File: config.mk
export PLATFORM = sky130hd
export DESIGN_NAME = ram
export DESIGN_NICKNAME = d
export VERILOG_FILES = /design/src/rtl/ram.sv
export SDC_FILE = /design/constraint.sdc
export NUM_CORES = 1
export LEC_CHECK = 0
export BUFFER_PORTS_ARGS = -buffer_cell sky130_fd_sc_hd__buf_2
export CAP_MARGIN = 20
export CORE_UTILIZATION = 60
export DETAILED_ROUTE_END_ITERATION = 10
export PLACE_DENSITY = 0.88
export SLEW_MARGIN = 30
export SYNTH_ARGS = -nofsm -noshare
export SYNTH_HDL_FRONTEND = slang
export SYNTH_SLANG_ARGS = --single-unit
File: constraint.sdc
create_clock -name clk -period 3.5 [get_ports clk]
set_clock_uncertainty 0.1 [all_clocks]
set_input_delay 0.35 -clock clk [delete_from_list [all_inputs] [get_ports clk]]
set_output_delay 0.35 -clock clk [all_outputs]
set_load 0.03 [all_outputs]
File: src/rtl/ram.sv
// Single-port synchronous RAM with registered, write-first read data.
// Asynchronous active-low reset clears every word and the output register.
module ram #(
  parameter int DATA_W = 9,
  parameter int ADDR_W = 5,
  parameter int DEPTH  = 32
) (
  input  logic              clk,
  input  logic              res,
  input  logic              wr,
  input  logic [ADDR_W-1:0] addr,
  input  logic [DATA_W-1:0] din,
  output logic [DATA_W-1:0] dout
);

  localparam logic [ADDR_W:0] DEPTH_C = (ADDR_W+1)'(DEPTH);

  logic [DATA_W-1:0] mem_q [DEPTH];
  logic [DATA_W-1:0] mem_d [DEPTH];
  logic [DATA_W-1:0] dout_q;
  logic [DATA_W-1:0] dout_d;
  logic [DATA_W-1:0] rd_data;
  logic              in_range;

  assign in_range = ({1'b0, addr} < DEPTH_C);

  always_comb begin
    rd_data = '0;
    for (int i = 0; i < DEPTH; i++) begin
      if (addr == ADDR_W'(i)) rd_data = mem_q[i];
    end
  end

  always_comb begin
    for (int i = 0; i < DEPTH; i++) mem_d[i] = mem_q[i];
    dout_d = '0;
    if (in_range) begin
      if (wr) begin
        dout_d = din;
        for (int i = 0; i < DEPTH; i++) begin
          if (addr == ADDR_W'(i)) mem_d[i] = din;
        end
      end else begin
        dout_d = rd_data;
      end
    end
  end

  // Storage lives in flops so the async clear can reach every word.
  always_ff @(posedge clk or negedge res) begin
    if (!res) begin
      for (int i = 0; i < DEPTH; i++) mem_q[i] <= '0;
      dout_q <= '0;
    end else begin
      for (int i = 0; i < DEPTH; i++) mem_q[i] <= mem_d[i];
      dout_q <= dout_d;
    end
  end

  assign dout = dout_q;

endmodule

==> results.cfg <==
[cells_and_area]
drive_above_1_share = 0.359
final_cells = 1624
fin_nets = 1301
fillers = 1646
antennaDiodeCount = 0
area_delta_synth_final_pct = 11.1

[drt]
wl_per_cell_um = 28.7
drt-total-wl_mm = 46.6
ant_nets = 0
drt_iter0_markers = 1727
vias = 11600
dr.pass1.iters = 6
post-route-drc-count = 0
viasPerCell = 7.17

[sta]
timing.fmax_mhz = 382
slew_headroom = 0.414
period_share = 0.748
finalSetupViolCount = 0
finalHoldViolCount = 0
maxSlewViolCount = 0
tightest_slew_ns = 0.879
fin_tns_setup_ns = 0
final.min_clock_period_ns = 2.62
rsz0062_at_grt = no

[cts]
cts_resized = 0
post_cts_buffers = 0
clkTransAtPathRegs_ns = 0.06
cts_made_buffers = 29
tritoncts = done
cts-root-buf = clkbuf_16
clk_latency_ns = 0.56
htreeDepth = 1
clkSinkCount = 297
clockBufferDepth = 3
postCtsHoldBufs = 1

[power]
powerDensity_nw_per_um2 = 575
p_leak_nw = 7.13
vdd_drop_max_mv = 0.443

[synth]
synth_flop_cell = dfrtp_1
yosys_warnings = 0
syn_avg_cell_area_um2 = 11.8
syn_area_um2 = 14700
ys_async_sr_fraction = 1.00
yosysSeqAreaShare = 0.506
syn_inst = 1249
syn_nets = 1266
synth_edf_count = 0
synth_seq_cells = 297
synth_cell_types = 73

[setup_path]
critPathMaxFanout = 18
crit_path_start_kind = input pin
cp.required_ns = 3.80
crit_arrival_ns = 2.91
path_class = input pin to register
crit_path_end_kind = register

[placed_design]
place_congestion = 1.09
dp.cells = 1571
dp_hpwl_mm = 31.0
io_buffers = 25

[global_route]
grt.total_usage = 0.385
antenna_found_initial = 0
overflow = 0
grt_pass1_wl_mm = 71.1
grt_max_degree = 92
grt_pass1_vias = 11700

[floorplan]
ios = 26
num_rows = 56
die_y_um = 158
core_um2 = 23800
dieArea_um2 = 25100
die_width_um = 158
initial_core_util = 0.618

[status]
status = finished clean

[run]
maxCapViolations = 0

[min_path]
hp-class = input pin to register
[cells in the final DEF (no fill, tap or decap), drive strengths merged, types with 16 or more instances in the layout]
master  count
mux2i      27
nor3       20
nand3      16
buf        91
mux2      291
a21oi      67
dfrtp     297
nand2      71
o22ai      18
nor2       80
clkbuf     39
o21ai      71
[path summary, 6_finish.rpt]
path                            slack (ns)                   from                      to  cells after the start
min in group asynchronous             0.28                    res  mem_q[179]$_DFFE_PN0P_                      2
worst min-delay path                  0.19                     wr       dout[1]$_DFF_PN0_                      3
max in group asynchronous             2.05                    res  mem_q[103]$_DFFE_PN0P_                      3
worst min register to register        0.39  mem_q[29]$_DFFE_PN0P_   mem_q[29]$_DFFE_PN0P_                      2
worst max-delay path                  0.88                addr[2]       dout[8]$_DFF_PN0_                      9
worst max register to register        0.93  mem_q[44]$_DFFE_PN0P_       dout[8]$_DFF_PN0_                      6
[through the flow]
step	power (W)	instance area, um2	worst slack (ns)	hold WS, ns	utilization
after global routing	0.00967	16300	0.906	0.212	0.687
after global placement	0.00602	15300	0.460	0.274	0.644
after CTS	0.00933	16300	1.05	0.176	0.687
final	0.00937	16300	0.883	0.194	0.687
after detailed placement	0.00611	15300	0.482	0.275	0.644
after floorplan	0.00547	14700	1.33	-0.0456	-
[cell families (layout without fill, tap and decap cells)]
group | after synthesis | in the layout | share of synthesized area
compound gates | 295 | 295 | 0.133
buf+inv | 98 | 154 | 0.0321
flops | 297 | 297 | 0.506
mux | 322 | 322 | 0.248
simple gates | 237 | 237 | 0.0811
[final cells by class]
cell class | instances | area [um2] | area share
tap | 319 | 399 | 0.0245
clock inverter | 13 | 149 | 0.00913
inverter | 10 | 37.5 | 0.00230
sequential | 297 | 7430 | 0.456
clock buffer | 39 | 843 | 0.0517
multi-input combinational | 854 | 6780 | 0.416
timing repair buffer | 92 | 671 | 0.0411
[cell usage after synthesis, types with 11 or more instances]
| cell type | number | area share |
|---|---|---|
| nor3_1 | 19 | 0.0065 |
| clkbuf_1 | 38 | 0.0097 |
| nor2_2 | 22 | 0.0094 |
| nor2_1 | 58 | 0.015 |
| nor2b_1 | 13 | 0.0055 |
| o21ai_0 | 61 | 0.021 |
| buf_2 | 29 | 0.0099 |
| mux2_2 | 287 | 0.22 |
| o22ai_1 | 18 | 0.0077 |
| mux2i_1 | 27 | 0.018 |
| a31oi_1 | 11 | 0.0047 |
| a22oi_1 | 14 | 0.0072 |
| dfrtp_1 | 297 | 0.51 |
| nand3_1 | 15 | 0.0051 |
| o221ai_1 | 11 | 0.0066 |
| a211oi_1 | 13 | 0.0066 |
| a221oi_1 | 12 | 0.0072 |
| a21oi_1 | 67 | 0.023 |
| nand2_1 | 70 | 0.018 |
[power breakdown]
group	total (W)	internal [W]	switching, W	leakage, nW
Clock	0.00323	0.00190	0.00133	0.491
Sequential	0.00458	0.00410	0.000481	3.79
Combinational	0.00156	0.000750	0.000810	2.84
Total	0.00937	0.00675	0.00262	7.13
[registers in the layout, summed over array words and instances, names as in the netlist]
name / flops
dout: 9
mem_q: 288
[critical path, stage by stage]
cell,delay (ns)
buf_2,0.26
buf_4,0.32
buf_4,0.19
nand2b_1,0.18
nor2_1,0.34
a21oi_1,0.11
o31a_1,0.33
a222oi_1,0.67
o21ai_1,0.15
[metal layers]
metal,GRT usage,share of wire,vias to the layer above
li1,-,-,4726
met1,0.528,0.38,5767
met2,0.562,0.43,910
met3,0.0912,0.13,237
met4,0.219,0.063,0
met5,0,0,-
Note: power is estimated with default switching activity, not from simulation.
